<file path="src/rtl/display_overlay_pkg.sv">
// Shared defaults and packed-bus slicing helpers for the box overlay.
package display_overlay_pkg;

    localparam int DEFAULT_CW = 12;
    localparam int DEFAULT_DW = 24;

    localparam logic [23:0] DEFAULT_BOX_COLOR = 24'hff00aa;

    // LSB of element idx inside a packed bus of width-wide fields.
    function automatic int slice_lsb(input int idx, input int width);
        return idx * width;
    endfunction

endpackage

</file>
<file path="src/rtl/display_box_overlay_if.sv">
// Configuration bus for display_box_overlay: packed per-box bounds, colours and flags.
interface display_box_overlay_if
    import display_overlay_pkg::*;
#(
    parameter int NUM_BOX = 4,
    parameter int CW      = DEFAULT_CW,
    parameter int DW      = DEFAULT_DW
);
    logic                  cfg_valid;
    logic [NUM_BOX*CW-1:0] cfg_hl;
    logic [NUM_BOX*CW-1:0] cfg_hr;
    logic [NUM_BOX*CW-1:0] cfg_vl;
    logic [NUM_BOX*CW-1:0] cfg_vr;
    logic [NUM_BOX*DW-1:0] cfg_color;
    logic [NUM_BOX-1:0]    cfg_en;
    logic [NUM_BOX-1:0]    cfg_blink;
    logic                  cfg_pending;

    modport master (
        output cfg_valid, cfg_hl, cfg_hr, cfg_vl, cfg_vr, cfg_color, cfg_en, cfg_blink,
        input  cfg_pending
    );

    modport slave (
        input  cfg_valid, cfg_hl, cfg_hr, cfg_vl, cfg_vr, cfg_color, cfg_en, cfg_blink,
        output cfg_pending
    );

endinterface

</file>
<file path="src/rtl/box_hit_detect.sv">
// Combinational validity and stroke-ring test for one rectangle.
module box_hit_detect #(
    parameter int CW    = 12,
    parameter int THICK = 2
) (
    input  logic [CW-1:0] h,
    input  logic [CW-1:0] v,
    input  logic [CW-1:0] hl,
    input  logic [CW-1:0] hr,
    input  logic [CW-1:0] vl,
    input  logic [CW-1:0] vr,
    input  logic          en,
    output logic          hit
);
    localparam logic [CW:0] EXT = (CW+1)'(THICK - 1);

    logic [CW:0] h_x, v_x, hl_x, hr_x, vl_x, vr_x;
    logic [CW:0] h_lo, h_hi, v_lo, v_hi;
    logic        box_valid, outer, inner;

    // One extra bit keeps hr+THICK-1 from wrapping back to small columns.
    assign h_x  = {1'b0, h};
    assign v_x  = {1'b0, v};
    assign hl_x = {1'b0, hl};
    assign hr_x = {1'b0, hr};
    assign vl_x = {1'b0, vl};
    assign vr_x = {1'b0, vr};

    assign h_lo = (hl_x >= EXT) ? (hl_x - EXT) : '0;
    assign v_lo = (vl_x >= EXT) ? (vl_x - EXT) : '0;
    assign h_hi = hr_x + EXT;
    assign v_hi = vr_x + EXT;

    assign box_valid = en && (hl < hr) && (vl < vr);
    assign outer = (h_x >= h_lo) && (h_x <= h_hi) && (v_x >= v_lo) && (v_x <= v_hi);
    assign inner = (h_x > hl_x) && (h_x < hr_x) && (v_x > vl_x) && (v_x < vr_x);
    assign hit   = box_valid && outer && !inner;

endmodule

</file>
<file path="src/rtl/display_box_overlay.sv">
// Multi-box rectangle overlay: double-buffered box config, per-box blink, 2-cycle video pipeline.
module display_box_overlay
    import display_overlay_pkg::*;
#(
    parameter int   NUM_BOX      = 4,
    parameter int   CW           = DEFAULT_CW,
    parameter int   DW           = DEFAULT_DW,
    parameter int   THICK        = 2,
    parameter int   BLINK_FRAMES = 16,
    parameter logic VS_POL       = 1'b1
) (
    input  logic                  pixelclk,
    input  logic                  reset_n,
    input  logic [DW-1:0]         i_rgb,
    input  logic                  i_hsync,
    input  logic                  i_vsync,
    input  logic                  i_de,
    input  logic [CW-1:0]         hcount,
    input  logic [CW-1:0]         vcount,
    display_box_overlay_if.slave  cfg,
    output logic [DW-1:0]         o_rgb,
    output logic                  o_hsync,
    output logic                  o_vsync,
    output logic                  o_de
);
    localparam int FC_W = (BLINK_FRAMES > 1) ? $clog2(2 * BLINK_FRAMES) : 1;
    localparam logic [FC_W-1:0] FC_LAST = FC_W'(2 * BLINK_FRAMES - 1);
    localparam logic [FC_W-1:0] FC_HALF = FC_W'(BLINK_FRAMES);

    logic                        vs_prev_reg;
    logic                        vs_active;
    logic                        frame_edge;
    logic                        do_swap;
    logic                        pending_reg;
    logic                        blank_phase;
    logic [FC_W-1:0]             frame_cnt_reg;

    logic [DW-1:0]               rgb_s1_reg;
    logic                        hs_s1_reg;
    logic                        vs_s1_reg;
    logic                        de_s1_reg;
    logic [NUM_BOX-1:0]          hit_s1;
    logic [NUM_BOX-1:0][DW-1:0]  color_s1;

    logic [DW-1:0]               sel_color;
    logic                        any_hit;
    logic [DW-1:0]               rgb_next;

    assign vs_active   = (i_vsync == VS_POL);
    assign frame_edge  = vs_active && !vs_prev_reg;
    assign do_swap     = frame_edge && pending_reg;
    assign blank_phase = (frame_cnt_reg >= FC_HALF);
    assign cfg.cfg_pending = pending_reg;

    // A capture on the swap cycle wins over the clear, so new values stay pending.
    always_ff @(posedge pixelclk or negedge reset_n) begin
        if (!reset_n) begin
            vs_prev_reg   <= 1'b0;
            pending_reg   <= 1'b0;
            frame_cnt_reg <= '0;
        end else begin
            vs_prev_reg <= vs_active;
            if (cfg.cfg_valid) begin
                pending_reg <= 1'b1;
            end else if (do_swap) begin
                pending_reg <= 1'b0;
            end
            if (frame_edge) begin
                frame_cnt_reg <= (frame_cnt_reg == FC_LAST) ? '0 : frame_cnt_reg + 1'b1;
            end
        end
    end

    genvar gi;
    generate
        for (gi = 0; gi < NUM_BOX; gi++) begin : g_box
            logic [CW-1:0] pend_hl_reg, pend_hr_reg, pend_vl_reg, pend_vr_reg;
            logic [CW-1:0] act_hl_reg, act_hr_reg, act_vl_reg, act_vr_reg;
            logic [DW-1:0] pend_color_reg, act_color_reg;
            logic          pend_en_reg, pend_blink_reg;
            logic          act_en_reg, act_blink_reg;
            logic          box_hit;
            logic          hit_s1_reg;
            logic [DW-1:0] color_s1_reg;

            always_ff @(posedge pixelclk or negedge reset_n) begin
                if (!reset_n) begin
                    pend_hl_reg    <= '0;
                    pend_hr_reg    <= '0;
                    pend_vl_reg    <= '0;
                    pend_vr_reg    <= '0;
                    pend_color_reg <= DW'(DEFAULT_BOX_COLOR);
                    pend_en_reg    <= 1'b0;
                    pend_blink_reg <= 1'b0;
                    act_hl_reg     <= '0;
                    act_hr_reg     <= '0;
                    act_vl_reg     <= '0;
                    act_vr_reg     <= '0;
                    act_color_reg  <= DW'(DEFAULT_BOX_COLOR);
                    act_en_reg     <= 1'b0;
                    act_blink_reg  <= 1'b0;
                    hit_s1_reg     <= 1'b0;
                    color_s1_reg   <= '0;
                end else begin
                    if (cfg.cfg_valid) begin
                        pend_hl_reg    <= cfg.cfg_hl[slice_lsb(gi, CW) +: CW];
                        pend_hr_reg    <= cfg.cfg_hr[slice_lsb(gi, CW) +: CW];
                        pend_vl_reg    <= cfg.cfg_vl[slice_lsb(gi, CW) +: CW];
                        pend_vr_reg    <= cfg.cfg_vr[slice_lsb(gi, CW) +: CW];
                        pend_color_reg <= cfg.cfg_color[slice_lsb(gi, DW) +: DW];
                        pend_en_reg    <= cfg.cfg_en[gi];
                        pend_blink_reg <= cfg.cfg_blink[gi];
                    end
                    if (do_swap) begin
                        act_hl_reg    <= pend_hl_reg;
                        act_hr_reg    <= pend_hr_reg;
                        act_vl_reg    <= pend_vl_reg;
                        act_vr_reg    <= pend_vr_reg;
                        act_color_reg <= pend_color_reg;
                        act_en_reg    <= pend_en_reg;
                        act_blink_reg <= pend_blink_reg;
                    end
                    hit_s1_reg   <= box_hit && !(act_blink_reg && blank_phase);
                    color_s1_reg <= act_color_reg;
                end
            end

            box_hit_detect #(
                .CW    (CW),
                .THICK (THICK)
            ) u_hit (
                .h   (hcount),
                .v   (vcount),
                .hl  (act_hl_reg),
                .hr  (act_hr_reg),
                .vl  (act_vl_reg),
                .vr  (act_vr_reg),
                .en  (act_en_reg),
                .hit (box_hit)
            );

            assign hit_s1[gi]   = hit_s1_reg;
            assign color_s1[gi] = color_s1_reg;
        end
    endgenerate

    // Walking from the top index down leaves the lowest hitting box selected.
    always_comb begin
        sel_color = color_s1[0];
        for (int k = NUM_BOX - 1; k >= 0; k--) begin
            if (hit_s1[k]) begin
                sel_color = color_s1[k];
            end
        end
        any_hit  = |hit_s1;
        rgb_next = (de_s1_reg && any_hit) ? sel_color : rgb_s1_reg;
    end

    always_ff @(posedge pixelclk or negedge reset_n) begin
        if (!reset_n) begin
            rgb_s1_reg <= '0;
            hs_s1_reg  <= 1'b0;
            vs_s1_reg  <= 1'b0;
            de_s1_reg  <= 1'b0;
            o_rgb      <= '0;
            o_hsync    <= 1'b0;
            o_vsync    <= 1'b0;
            o_de       <= 1'b0;
        end else begin
            rgb_s1_reg <= i_rgb;
            hs_s1_reg  <= i_hsync;
            vs_s1_reg  <= i_vsync;
            de_s1_reg  <= i_de;
            o_rgb      <= rgb_next;
            o_hsync    <= hs_s1_reg;
            o_vsync    <= vs_s1_reg;
            o_de       <= de_s1_reg;
        end
    end

endmodule

</file>
<file path="src/flat_wrapper.sv">
// flat-port wrapper written by rule: the top's interface ports become plain ports
module display_box_overlay_flat import display_overlay_pkg::*;
#(
    parameter int   NUM_BOX      = 4,
    parameter int   CW           = DEFAULT_CW,
    parameter int   DW           = DEFAULT_DW,
    parameter int   THICK        = 2,
    parameter int   BLINK_FRAMES = 16,
    parameter logic VS_POL       = 1'b1
)
  (pixelclk, reset_n, i_rgb, i_hsync, i_vsync, i_de, hcount, vcount, o_rgb, o_hsync, o_vsync, o_de, cfg_cfg_valid, cfg_cfg_hl, cfg_cfg_hr, cfg_cfg_vl, cfg_cfg_vr, cfg_cfg_color, cfg_cfg_en, cfg_cfg_blink, cfg_cfg_pending);
  display_box_overlay_if #(.NUM_BOX(NUM_BOX), .CW(CW), .DW(DW)) cfg_i ();
  input  logic pixelclk;
  input  logic reset_n;
  input  logic [DW-1:0] i_rgb;
  input  logic i_hsync;
  input  logic i_vsync;
  input  logic i_de;
  input  logic [CW-1:0] hcount;
  input  logic [CW-1:0] vcount;
  output logic [DW-1:0] o_rgb;
  output logic o_hsync;
  output logic o_vsync;
  output logic o_de;
  input wire logic [$bits(cfg_i.cfg_valid)-1:0] cfg_cfg_valid;
  input wire logic [$bits(cfg_i.cfg_hl)-1:0] cfg_cfg_hl;
  input wire logic [$bits(cfg_i.cfg_hr)-1:0] cfg_cfg_hr;
  input wire logic [$bits(cfg_i.cfg_vl)-1:0] cfg_cfg_vl;
  input wire logic [$bits(cfg_i.cfg_vr)-1:0] cfg_cfg_vr;
  input wire logic [$bits(cfg_i.cfg_color)-1:0] cfg_cfg_color;
  input wire logic [$bits(cfg_i.cfg_en)-1:0] cfg_cfg_en;
  input wire logic [$bits(cfg_i.cfg_blink)-1:0] cfg_cfg_blink;
  output wire logic [$bits(cfg_i.cfg_pending)-1:0] cfg_cfg_pending;
  assign cfg_i.cfg_valid = cfg_cfg_valid;
  assign cfg_i.cfg_hl = cfg_cfg_hl;
  assign cfg_i.cfg_hr = cfg_cfg_hr;
  assign cfg_i.cfg_vl = cfg_cfg_vl;
  assign cfg_i.cfg_vr = cfg_cfg_vr;
  assign cfg_i.cfg_color = cfg_cfg_color;
  assign cfg_i.cfg_en = cfg_cfg_en;
  assign cfg_i.cfg_blink = cfg_cfg_blink;
  assign cfg_cfg_pending = cfg_i.cfg_pending;
  display_box_overlay #(.NUM_BOX(NUM_BOX), .CW(CW), .DW(DW), .THICK(THICK), .BLINK_FRAMES(BLINK_FRAMES), .VS_POL(VS_POL)) u_core (.pixelclk(pixelclk), .reset_n(reset_n), .i_rgb(i_rgb), .i_hsync(i_hsync), .i_vsync(i_vsync), .i_de(i_de), .hcount(hcount), .vcount(vcount), .cfg(cfg_i), .o_rgb(o_rgb), .o_hsync(o_hsync), .o_vsync(o_vsync), .o_de(o_de));
endmodule
</file>
<file path="config.mk">
export PLATFORM = sky130hd
export DESIGN_NAME = display_box_overlay_flat
export DESIGN_NICKNAME = d
export VERILOG_FILES = /design/src/rtl/display_overlay_pkg.sv /design/src/rtl/display_box_overlay_if.sv /design/src/rtl/box_hit_detect.sv /design/src/rtl/display_box_overlay.sv /design/src/flat_wrapper.sv
export SDC_FILE = /design/constraint.sdc
export NUM_CORES = 2
export LEC_CHECK = 0
export BUFFER_PORTS_ARGS = -buffer_cell sky130_fd_sc_hd__buf_2
export CORE_ASPECT_RATIO = 1.4
export CORE_UTILIZATION = 50
export DETAILED_ROUTE_END_ITERATION = 10
export PLACE_DENSITY = 0.69
export SYNTH_ARGS = -nofsm -noshare
export SYNTH_HDL_FRONTEND = slang
export SYNTH_HIERARCHICAL = 1
export SYNTH_SLANG_ARGS = --single-unit
</file>
<file path="constraint.sdc">
create_clock -name pixelclk -period 5.5 [get_ports pixelclk]
set_clock_uncertainty 0.1 [all_clocks]
set_input_delay 1.65 -clock pixelclk [delete_from_list [all_inputs] [get_ports pixelclk]]
set_output_delay 1.65 -clock pixelclk [all_outputs]
set_load 0.005 [all_outputs]
</file>
==> results.rst <==
.. list-table::
   :header-rows: 1

   * - Metric
     - Value
   * - Status
     - completed
   * - Post-Place Cell Area
     - approximately 45,000 µm²
   * - Clock latency of the later-clocked register in the worst-skew pair
     - roughly 0.64 ns
   * - Net Sw Frac
     - around a third
   * - Worst slew pin tran
     - approximately 1.0 ns
   * - Footprint of the multi-input gates
     - ~21,000 µm²
   * - Final design instance area without fill
     - 47,400 µm²
   * - Max-cap check violation count
     - 0
   * - CTS tree
     - yes
   * - Cell variety after synth
     - between 80 and 90
   * - Share of total power in the clock network
     - 30.3%
   * - Post-synth EDFFs
     - 0
   * - Fmax
     - between 200 and 250 MHz
   * - Most used DFF post-synth
     - sky130_fd_sc_hd__dfrtp_1
   * - Ratio of cells with drive above 1 in the final layout
     - slightly below 20%
   * - Worst rel slew slack
     - a little under a third
   * - Aggregate routed wire length
     - approximately 110 mm
   * - Pin count of the biggest net entering global routing
     - around 110
   * - Starting density of the core
     - about 50%
   * - Setup crit end kind
     - flip-flop
   * - Total iterations of the first detailed-routing run
     - 5
   * - RSZ-0062 raised after global routing
     - false
   * - GP Congestion
     - roughly 0.9
   * - Pre-CTS WS
     - just over 0.9 ns
   * - Post-DP HPWL
     - 81.2 mm
   * - Area of all sequential standard cells
     - 18,900 µm²
   * - Number of design rule violations left after detail routing
     - 0
   * - CTS Root Buffer Type
     - sky130_fd_sc_hd__clkbuf_16
   * - Sinks on the clock net
     - around 750
   * - Worst EP required
     - between 5 and 6 ns
   * - Die Footprint
     - 84,500 µm²
   * - Portion of the post-synthesis area used by sequential elements
     - 45.5%
   * - Mean number of vias per cell
     - between 5 and 6
   * - Count of buffers from port buffering
     - roughly 380
   * - Number of setup buffers added after CTS
     - 0
   * - Synth Register Bits
     - between 700 and 800
   * - Final total negative setup slack
     - 0 ns
   * - Total number of vias
     - ~29,000
   * - Final setup viols
     - 0
   * - Overflow left after global routing
     - 0
   * - Sequential share of power
     - a little over two fifths
   * - Synth warn
     - 6
   * - Average wire length per cell after detail routing
     - approximately 21 µm
   * - Count of pins on the block boundary
     - about 380
   * - Post-synthesis to final-layout area growth
     - 13.8%
   * - Deepest clock path buffer count
     - 3
   * - Static leakage
     - 0.0218 µW
   * - Height of the die
     - 344 µm
   * - Final worst-path setup slack
     - between 1 and 1.5 ns
   * - Hold bufs inserted after CTS
     - 0
   * - Final period utilization
     - 73.0%
   * - Initial antenna violation count
     - 30
   * - Mapped cell area
     - 41,700 µm²
   * - Nets
     - 4,749
   * - NetSw
     - between 5000 and 6000 µW
   * - Data arrival at the endpoint of the critical path
     - between 4 and 5 ns
   * - Synthesized netlist cell count
     - around 3,500
   * - Filler Cell Count
     - 6,877
   * - Min-Delay Path Class
     - reg2reg
   * - Final Hold Viols
     - 0
   * - Share of power burned in combinational logic
     - a little over a quarter
   * - Overall power of the completed layout
     - ~17,000 µW
   * - Path depth of the worst reg2reg path
     - 13
   * - Kind of critical path
     - reg2reg
   * - Width of the chip
     - approximately 250 µm
   * - Clock-pin transition on the worst setup and hold timing paths
     - approximately 0.060 ns
   * - Antenna Nets Post-Route
     - 0
   * - Net count of the mapped netlist
     - ~4,400
   * - Int Power
     - ~12,000 µW
   * - Number of placement rows
     - around 120
   * - All-layer global routing usage
     - 25.9%
   * - Number of buffers added by the clock tree synthesis step
     - between 70 and 80
   * - Kind of launch point of the worst setup path
     - flip-flop
   * - Largest fanout on the critical path
     - 11
   * - Largest vdd supply drop
     - 363 µV
   * - Final Slew Violations
     - 0
   * - Per-instance average area after synthesis
     - ~12 µm²
   * - Resized Gates After CTS
     - 0
   * - H-tree level count
     - 3
   * - Wire length of the first global-routing pass
     - 169 mm
   * - Number of design-rule violations left by the first detailed-router iteration
     - around 1,200
   * - Share of async-settable or async-resettable flops after synthesis
     - 100%
   * - Hold Path Stages
     - 0
   * - Min Clock Period, post-route
     - approximately 4 ns
   * - Total power per unit cell area
     - around 370 nW/µm²
   * - Via count of the first global-routing pass
     - between 30,000 and 40,000
   * - Core Region
     - a little over 80,000 µm²
[final cells by class]
cell class              count  area share, %
flip-flops and latches    752           39.9
clock inverters            36          0.957
diodes                      8         0.0422
clock buffers             100           4.39
inverters                 226           1.79
repair buffers            417           5.00
multi-input cells        2430           45.1
well taps                1071           2.82
[Yosys cell counts (8+ instances only)]
master / count / share of area (%)
sky130_fd_sc_hd__a2111oi_0: 15 / 0.32
sky130_fd_sc_hd__a211oi_1: 25 / 0.45
sky130_fd_sc_hd__a21boi_0: 8 / 0.14
sky130_fd_sc_hd__a21o_1: 36 / 0.65
sky130_fd_sc_hd__a21oi_1: 120 / 1.4
sky130_fd_sc_hd__a21oi_2: 16 / 0.34
sky130_fd_sc_hd__a221oi_1: 24 / 0.50
sky130_fd_sc_hd__a31oi_1: 20 / 0.30
sky130_fd_sc_hd__and2_1: 14 / 0.21
sky130_fd_sc_hd__and3_1: 21 / 0.32
sky130_fd_sc_hd__and4_1: 8 / 0.17
sky130_fd_sc_hd__buf_2: 70 / 0.84
sky130_fd_sc_hd__clkbuf_1: 18 / 0.16
sky130_fd_sc_hd__dfrtp_1: 656 / 39
sky130_fd_sc_hd__dfstp_2: 96 / 6.1
sky130_fd_sc_hd__ha_1: 498 / 15
sky130_fd_sc_hd__inv_1: 222 / 2.0
sky130_fd_sc_hd__mux2_1: 541 / 15
sky130_fd_sc_hd__mux2_2: 72 / 1.9
sky130_fd_sc_hd__nand2_1: 160 / 1.4
sky130_fd_sc_hd__nand2b_1: 44 / 0.66
sky130_fd_sc_hd__nand3_1: 86 / 1.0
sky130_fd_sc_hd__nand4_1: 53 / 0.80
sky130_fd_sc_hd__nor2_1: 114 / 1.0
sky130_fd_sc_hd__nor2b_1: 24 / 0.36
sky130_fd_sc_hd__nor3_1: 67 / 0.80
sky130_fd_sc_hd__nor4_1: 27 / 0.41
sky130_fd_sc_hd__o211ai_1: 55 / 0.99
sky130_fd_sc_hd__o21a_1: 15 / 0.27
sky130_fd_sc_hd__o21ai_0: 89 / 1.1
sky130_fd_sc_hd__o31ai_1: 8 / 0.14
sky130_fd_sc_hd__xnor2_1: 130 / 2.7
sky130_fd_sc_hd__xor2_1: 8 / 0.17
[critical path, stage by stage, from the launching register on]
cell                       delay [ns]
sky130_fd_sc_hd__dfrtp_1         0.46
sky130_fd_sc_hd__nor3_1          0.48
sky130_fd_sc_hd__and2_1          0.27
sky130_fd_sc_hd__nand2_1         0.09
sky130_fd_sc_hd__or3_1           0.49
sky130_fd_sc_hd__and2_1          0.24
sky130_fd_sc_hd__ha_1            0.27
sky130_fd_sc_hd__nor2b_1         0.04
sky130_fd_sc_hd__o21ai_0         0.23
sky130_fd_sc_hd__a211oi_1        0.15
sky130_fd_sc_hd__o31ai_1         0.43
sky130_fd_sc_hd__o21ai_0         0.21
sky130_fd_sc_hd__nor4b_2         0.29
sky130_fd_sc_hd__a21boi_0        0.19
[routing by layer]
layer,wire (µm),vias to the layer above,GRT usage (%)
met3,5840,262,5.91
met1,41700,14200,28.9
met2,55300,667,47.0
li1,-,13500,-
met4,4460,46,10.8
met5,296,-,0
[layout by cell type (no fill, tap or decap), types with 55 or more instances in the layout]
cell type,count
sky130_fd_sc_hd__o21ai_0,89
sky130_fd_sc_hd__xnor2_1,130
sky130_fd_sc_hd__a21oi_1,120
sky130_fd_sc_hd__inv_1,222
sky130_fd_sc_hd__dfrtp_1,655
sky130_fd_sc_hd__mux2_1,541
sky130_fd_sc_hd__nor3_1,67
sky130_fd_sc_hd__nand3_1,86
sky130_fd_sc_hd__buf_2,375
sky130_fd_sc_hd__mux2_2,72
sky130_fd_sc_hd__nand2_1,160
sky130_fd_sc_hd__dfstp_2,96
sky130_fd_sc_hd__ha_1,498
sky130_fd_sc_hd__nor2_1,113
sky130_fd_sc_hd__o211ai_1,55
sky130_fd_sc_hd__clkbuf_16,75
[per-stage QoR]
step | cells | util, % | hold WS (ns)
after floorplan | 3505 | - | 0.231
after global placement | 4896 | 54.7 | 0.234
after detailed placement | 4896 | 54.7 | 0.244
after CTS | 5032 | 57.8 | 0.252
after global routing | 5037 | 57.8 | 0.253
final | 5040 | 57.8 | 0.252
[power groups by stage]
stage	registers (µW)	logic, µW	clock network (µW)
finish	7460	4720	5300
global route	7600	5360	5670
CTS	7480	4730	5450
detailed placement	7570	4700	0
global placement	7540	4570	0
floorplan	7160	3380	0
[cells by family after synthesis]
| kind of cell | Yosys count | share of synthesized area (%) |
|---|---|---|
| AND/OR/NAND/NOR | 675 | 8.63 |
| XOR/XNOR | 138 | 2.90 |
| adder cells (fa/ha/maj) | 498 | 15.0 |
| AO/OA/AOI/OAI | 500 | 8.11 |
| flip-flops | 752 | 45.5 |
| buffers and inverters | 323 | 3.24 |
| multiplexers | 619 | 16.7 |
[final timing paths]
| kind | start | end | slack [ns] |
|---|---|---|---|
| max in group asynchronous | reset_n | u_core/g_box[1].color_s1_reg[4]$_DFF_PN0_ | 3.18 |
| min in group asynchronous | reset_n | u_core/g_box[0].act_vr_reg[9]$_DFFE_PN0P_ | 0.97 |
| min reg2reg | u_core/hs_s1_reg$_DFF_PN0_ | u_core/o_hsync$_DFF_PN0_ | 0.25 |
| max | u_core/g_box[2].act_hl_reg[2]$_DFFE_PN0P_ | u_core/g_box[2].hit_s1_reg$_DFF_PN0_ | 1.48 |
| min | u_core/hs_s1_reg$_DFF_PN0_ | u_core/o_hsync$_DFF_PN0_ | 0.25 |
| max reg2reg | u_core/g_box[2].act_hl_reg[2]$_DFFE_PN0P_ | u_core/g_box[2].hit_s1_reg$_DFF_PN0_ | 1.48 |
Note: power is estimated with default switching activity, not from simulation.
